<file path="src/rtl/arith_pkg.sv">
// Shared arithmetic-library definitions: serial subtractor FSM encodings and default width.
package arith_pkg;

  localparam int ARITH_W = 8;

  typedef enum logic [1:0] {
    SS_IDLE  = 2'd0,
    SS_SHIFT = 2'd1,
    SS_DONE  = 2'd2
  } ss_state_e;

endpackage

</file>
<file path="src/rtl/full_sub_cell.sv">
// Full subtractor bit cell built from two half subtractors and an OR of their borrows.
module full_sub_cell (
  input  logic a,
  input  logic b,
  input  logic bin,
  output logic d,
  output logic bout
);

  logic d1_s;
  logic b1_s;
  logic b2_s;

  half_sub u_hs0 (.a(a),    .b(b),   .d(d1_s), .bo(b1_s));
  half_sub u_hs1 (.a(d1_s), .b(bin), .d(d),    .bo(b2_s));

  assign bout = b1_s | b2_s;

endmodule

</file>
<file path="src/rtl/half_sub.sv">
// Half subtractor: d = a - b for single bits, bo is the borrow out.
module half_sub (
  input  logic a,
  input  logic b,
  output logic d,
  output logic bo
);

  assign d  = a ^ b;
  assign bo = ~a & b;

endmodule

</file>
<file path="src/rtl/serial_sub.sv">
// Bit-serial a - b, LSB first, one bit per clock through a single full_sub_cell.
// Optional signed-overflow output ovf is built when SERIAL_SUB_OVF_EN is defined.
module serial_sub
  import arith_pkg::*;
#(
  parameter int WIDTH = ARITH_W
) (
  input  logic             clk,
  input  logic             rst,
  input  logic             start,
  input  logic [WIDTH-1:0] a,
  input  logic [WIDTH-1:0] b,
  output logic             busy,
  output logic             done,
  output logic [WIDTH-1:0] dif,
  output logic             bo
`ifdef SERIAL_SUB_OVF_EN
  , output logic           ovf
`endif
);

  localparam int CW = $clog2(WIDTH);

  ss_state_e        state_r;
  logic [CW-1:0]    count_r;
  logic [WIDTH-1:0] a_sr_r;
  logic [WIDTH-1:0] b_sr_r;
  logic [WIDTH-2:0] res_r;
  logic [WIDTH-1:0] dif_r;
  logic             br_r;
  logic             bo_r;
  logic             busy_r;
  logic             done_r;
  logic             d_s;
  logic             bout_s;
`ifdef SERIAL_SUB_OVF_EN
  logic             ovf_r;
`endif

  full_sub_cell u_cell (
    .a   (a_sr_r[0]),
    .b   (b_sr_r[0]),
    .bin (br_r),
    .d   (d_s),
    .bout(bout_s)
  );

  // FSM, operand/result shifting, borrow flop and registered outputs
  always_ff @(posedge clk) begin
    if (rst) begin
      state_r <= SS_IDLE;
      count_r <= {CW{1'b0}};
      a_sr_r  <= {WIDTH{1'b0}};
      b_sr_r  <= {WIDTH{1'b0}};
      res_r   <= {(WIDTH-1){1'b0}};
      dif_r   <= {WIDTH{1'b0}};
      br_r    <= 1'b0;
      bo_r    <= 1'b0;
      busy_r  <= 1'b0;
      done_r  <= 1'b0;
`ifdef SERIAL_SUB_OVF_EN
      ovf_r   <= 1'b0;
`endif
    end else begin
      case (state_r)
        SS_IDLE, SS_DONE: begin
          done_r <= 1'b0;
          if (start) begin
            state_r <= SS_SHIFT;
            a_sr_r  <= a;
            b_sr_r  <= b;
            br_r    <= 1'b0;
            count_r <= {CW{1'b0}};
            busy_r  <= 1'b1;
          end else begin
            state_r <= SS_IDLE;
            busy_r  <= 1'b0;
          end
        end
        SS_SHIFT: begin
          a_sr_r <= {1'b0, a_sr_r[WIDTH-1:1]};
          b_sr_r <= {1'b0, b_sr_r[WIDTH-1:1]};
          br_r   <= bout_s;
          res_r  <= (WIDTH-1)'({d_s, res_r} >> 1);
          if (count_r == CW'(WIDTH-1)) begin
            // Last bit: the cell is looking at the operand MSBs right now
            state_r <= SS_DONE;
            count_r <= {CW{1'b0}};
            dif_r   <= {d_s, res_r};
            bo_r    <= bout_s;
            busy_r  <= 1'b0;
            done_r  <= 1'b1;
`ifdef SERIAL_SUB_OVF_EN
            ovf_r   <= (a_sr_r[0] ^ b_sr_r[0]) & (a_sr_r[0] ^ d_s);
`endif
          end else begin
            count_r <= count_r + CW'(1);
          end
        end
        default: begin
          state_r <= SS_IDLE;
          busy_r  <= 1'b0;
          done_r  <= 1'b0;
        end
      endcase
    end
  end

  assign busy = busy_r;
  assign done = done_r;
  assign dif  = dif_r;
  assign bo   = bo_r;
`ifdef SERIAL_SUB_OVF_EN
  assign ovf  = ovf_r;
`endif

endmodule
</file>
<file path="config.mk">
export PLATFORM = sky130hd
export DESIGN_NAME = serial_sub
export DESIGN_NICKNAME = d
export VERILOG_FILES = /design/src/rtl/arith_pkg.sv /design/src/rtl/full_sub_cell.sv /design/src/rtl/half_sub.sv /design/src/rtl/serial_sub.sv
export SDC_FILE = /design/constraint.sdc
export NUM_CORES = 1
export LEC_CHECK = 0
export ABC_CLOCK_PERIOD_IN_PS = 1400
export BUFFER_PORTS_ARGS = -buffer_cell sky130_fd_sc_hd__buf_2
export CAP_MARGIN = 5
export CORE_MARGIN = 5
export CORE_UTILIZATION = 53
export DETAILED_ROUTE_END_ITERATION = 10
export HOLD_SLACK_MARGIN = 0.12
export PLACE_DENSITY = 0.81
export SLEW_MARGIN = 30
export SYNTH_ARGS = -nofsm -noshare
export SYNTH_HDL_FRONTEND = slang
export SYNTH_SLANG_ARGS = --single-unit
</file>
<file path="constraint.sdc">
create_clock -name clk -period 1.4 [get_ports clk]
set_clock_uncertainty 0.05 [all_clocks]
set_input_delay 0.21 -clock clk [delete_from_list [all_inputs] [get_ports clk]]
set_output_delay 0.21 -clock clk [all_outputs]
set_load 0.02 [all_outputs]
</file>
# --- Word level (Yosys, flattened, before mapping) ---
# Cells that the tools add are included.
word_totals:
  register_bits: 40
  in_bits: 19
  wordCells: 45
  out_inout_bits: 11
op_classes:
  muxes: 15
  n_eq_ne: 5
  reduce_logical: 6
  n_addsub: 1
  n_bitwise: 8
op_table:
  columns: ["operator", "count"]
  rows:
  - ["8-bit one-hot mux with 2 select lines", 2]
  - ["8-bit two-way mux", 2]
  - ["3-bit two-way mux", 2]
  - ["3-bit one-hot mux with 2 select lines", 1]
  - ["1-bit two-way mux", 4]
  - ["2-bit inequality test (second input constant)", 2]
  - ["1-bit one-hot mux with 2 select lines", 2]
  - ["2-bit one-hot mux with 2 select lines", 1]
  - ["2-bit AND reduction", 2]
  - ["2-bit OR reduction", 2]
  - ["3-bit by 1-bit adder with 3-bit output (second input constant)", 1]
  - ["3-bit == test (second input constant)", 1]
  - ["1-bit inverter", 3]
  - ["1-bit bitwise AND", 2]
  - ["2-bit by 1-bit == test with 1-bit output (second input constant)", 1]
  - ["2-bit == test (second input constant)", 1]
  - ["2-bit logical NOT", 1]
  - ["2-bit two-way mux", 1]
  - ["2-bit nonzero test", 1]
  - ["1-bit bitwise XOR", 2]
  - ["1-bit OR", 1]

# --- Longest topological paths before layout ---
logic_depth:
  word_depth: 5
  mapped_depth: 5
  mapped_depth_nobuf: 5

# --- Cells and area by module ---
# From an unflattened synthesis, not the netlist that was laid out.
hier_totals:
  cells_unflattened: 200
  hier_area_um2: 1641.6
modules_own_cells:
  columns: ["module", "cells_per_inst", "area_per_inst_um2", "seq_area_each_um2", "n_inst"]
  rows:
  - ["serial_sub", 193, 1595.3, 800.8, 1]
  - ["half_sub", 3, 20.0, 0.0, 2]
  - ["full_sub_cell", 1, 6.3, 0.0, 1]

# --- Least setup slack after synthesis ---
# No wires, ideal clock.
synth_timing:
  path_type: "flip-flop to flip-flop"
  start: "register count_r[0]"
  end: "register dif_r[0], in the netlist dif[0]"
  setup_slack_ps: 132
  n_path_buf: 1
  stages_incl_launch_ff: 6
  setup_time_ps: 71
  arrival_time_ps: 1148
  synth_period_minus_slack_ps: 1268
  cell_sequence: "dfxtp_1 ha_1 ha_1 buf_1 nand3_1 a21oi_1"
synth_via:
  elab_chain_len: 2
synth_lines:
  columns: ["item", "line_no", "source"]
  rows:
  - ["from (decl)", "serial_sub.sv:25", "logic [CW-1:0] count_r;"]
  - ["from (signal assigned)", "serial_sub.sv:52", "count_r <= {CW{1'b0}};"]
  - ["from (signal assigned)", "serial_sub.sv:73", "count_r <= {CW{1'b0}};"]
  - ["from (signal assigned)", "serial_sub.sv:88", "count_r <= {CW{1'b0}};"]
  - ["3-bit == test", "serial_sub.sv:85", "if (count_r == CW'(WIDTH-1)) begin"]
  - ["2-bit AND reduction (no line)", null, null]
  - ["to (signal assigned)", "serial_sub.sv:56", "dif_r <= {WIDTH{1'b0}};"]
  - ["to (signal assigned)", "serial_sub.sv:89", "dif_r <= {d_s, res_r};"]
  - ["to (decl)", "serial_sub.sv:29", "logic [WIDTH-1:0] dif_r;"]
# No other way between the ends.
# A chain may end at the register's enable or synchronous reset.

# --- Final worst setup path ---
# Same ends and word-level chain as after synthesis.

==> reports/metrics.yaml <==
status:
  status: "complete, no violations"
global_routing:
  grt_pass1_vias: 1441
  grt_overflow: 0
  antenna_found_initial: 0
  grtUsageTotal_pct: 19.96
  grt_start_max_net_pins: 20
  grt_first_pass_wirelength_um: 6451
detailed_routing:
  drc: 0
  wl_per_cell_um: 14.70
  ant_nets: 0
  vias: 1454
  drt_pass1_iterations: 4
  vias_per_cell: 5.680
  drt_iter0_markers: 145
  wl_um: 3764
placed_design:
  io_buffers: 29
  pre_cts_ws_ps: 53.90
  place_hpwl_um: 2462
  finalWeightedCongestion: 0.7922
synth:
  seq_area_frac_synth_pct: 51.57
  synthCells: 179
  synth_fp_nets: 202
  synth_cell_types: 25
  netlist_area_mm2: 0.001553
  yosysWarningCount: 0
  synth_edf_count: 0
  async_flop_share_pct: 0
  avgSynthCellArea_um2: 8.675
  ys_ff_latch: 40
  synth-main-ff-cell: "dfxtp_1"
timing:
  worst_pin_slew_ps: 486.2
  fmax_mhz: 755.3
  max_slew_margin_pct: 67.59
  drv_slew: 0
  fin_crit_ps: 1324
  fin_tns_setup_ps: 0
  finalCritPeriodShare_pct: 94.57
  final.setup.worst_slack_ps: 76.00
  hold_violations: 0
  setup_viol: 0
final_layout:
  drive_above_1_share_pct: 24.89
  area_growth_pct: 26.43
  diodes: 0
  nets: 247
power:
  pwr_density_cell_mw_per_mm2: 1093
  comb_power_share_pct: 14.7
  p_leak_nw: 0.7618
  sw_frac_of_total_pct: 25.89
  power.switching_uw: 555.5
  vdd_drop_max_v: 0.0009694
  clkPwrFrac_pct: 27.9
  internal_power_mw: 1.590
  p_seq_share_pct: 57.4
cts:
  clk_pin_slew_worst_paths_ps: 110
  root_buffer: "clkbuf_4"
  clock_sinks: 40
  htreeDepth: 2
  tritoncts: "yes"
  cts_made_buffers: 5
  clk_latency_ps: 350
  ctsLongestPathBuffers: 2
setup_path:
  worstPathArrival_ps: 1560
  crit_fanout: 8
  cp-start-kind: "flop"
  cp-end-kind: "flop"
  worstRegToRegCells: 5
  worstSetupPathType: "flop to flop"
  critical_path_required_ps: 1640
min_path:
  holdCritPathClass: "input port to flop"
  whs_path_depth: 3
die:
  initial_core_util_pct: 55.83
  fp.dieH_um: 64.13
  core.rowCount: 19
  dieWidth_um: 64.13
  core-area_mm2: 0.002781
  die_area_mm2: 0.004112
  io-pin-count: 30
flow_run:
  maxCapViolations: 0
==> sequential cells by signal, indices dropped and copies added, names as in the netlist <==
name and cells:
a_sr_r 8, b_sr_r 8, bo 1, br_r 1
busy 1, count_r 3, dif 8, done 1
res_r 7, state_r 2
==> power by group through the flow <==
stage               Clock [mW]  Sequential [mW]  Combinational, mW
finish                   0.599             1.23              0.316
global placement             0             1.25              0.261
floorplan                    0             1.25              0.200
CTS                      0.614             1.23              0.304
detailed placement           0             1.26              0.274
global route             0.670             1.24              0.350
==> layout make-up <==
class	instances	area, µm²
fill	232	818.3
sequential	40	805.8
timing repair buffer	53	357.8
clock buffer	8	58.81
multi-input combinational	122	694.4
inverter	2	7.507
tap	31	38.79
==> cells in the final DEF (no fill, tap or decap), drive strengths merged <==
cell type / n
inv: 2
o21a: 1
ha: 3
nor3: 27
a21oi: 22
nand3b: 2
dlygate4sd3: 13
dfxtp: 40
nor2b: 1
nor3b: 1
nand2b: 3
nor2: 3
a31oi: 1
fa: 1
nor4b: 1
nand2: 26
a311oi: 2
and2b: 1
buf: 40
clkbuf: 8
o22ai: 14
nand3: 13
==> logic make-up (layout without fill, tap and decap cells) <==
group                    count (synthesis)  count (layout)  synth area share [%]
AO/OA/AOI/OAI                           40              40                 14.75
adder cells (fa/ha/maj)                  4               4                 3.707
buffers and inverters                   17              63                 5.801
flip-flops                              40              40                 51.57
AND/OR/NAND/NOR                         78              78                 24.17
==> Yosys cell counts, types with 2 or more instances <==
| master | instances | share of area (%) |
|---|---|---|
| nor2_1 | 3 | 0.73 |
| nor3_1 | 27 | 8.7 |
| clkbuf_1 | 4 | 0.97 |
| ha_1 | 3 | 2.4 |
| a21oi_1 | 22 | 7.1 |
| dfxtp_1 | 40 | 52 |
| inv_1 | 2 | 0.48 |
| buf_2 | 6 | 1.9 |
| buf_4 | 3 | 1.5 |
| a311oi_1 | 2 | 1.1 |
| nand3_1 | 13 | 4.2 |
| nand2_1 | 26 | 6.3 |
| nand3b_1 | 2 | 0.97 |
| nand2b_1 | 2 | 0.81 |
| o22ai_1 | 14 | 5.6 |
==> critical path, stage by stage, from the launching register on <==
cell and delay, ps:
dfxtp_4 370, ha_4 160, ha_2 160, nand3b_1 250
nand2_1 130, a21oi_2 140
==> stage by stage <==
step | cells | power [mW] | utilization, % | instance area (µm²) | hold WS (ps)
floorplan | 179 | 1.449 | - | 1553 | 296.0
global placement | 234 | 1.512 | 62.26 | 1732 | 393.5
detailed placement | 234 | 1.530 | 62.26 | 1732 | 397.7
CTS | 255 | 2.148 | 69.05 | 1921 | 120.3
global route | 256 | 2.258 | 70.58 | 1963 | 134.9
finish | 256 | 2.146 | 70.58 | 1963 | 136.6
==> per-layer routing <==
metal	up-vias	wire [µm]	GRT usage [%]
met5	-	0	0
li1	720	-	-
met3	8	232	7.180
met4	0	93	8.651
met1	680	1582	23.04
met2	46	1856	33.17
==> what timing repair did <==
| item | in CTS | in global routing |
|---|---|---|
| setup endpoints to repair | 0 | 10 |
| endpoints found under the hold margin | 21 | 0 |
| hold buffers | 13 | 0 |
| gates resized for setup | 0 | 10 |
| buffers inserted | 0 | 1 |
==> path summary, 6_finish.rpt <==
| path | from | to | slack (ps) |
|---|---|---|---|
| worst max-delay path | count_r[0] | dif[0] | 80 |
| worst min-delay path | b[0] | b_sr_r[0] | 140 |
| worst max register to register | count_r[0] | dif[0] | 80 |
| worst min register to register | dif[4] | dif[4] | 420 |
Power figures use the tool's default switching activity.
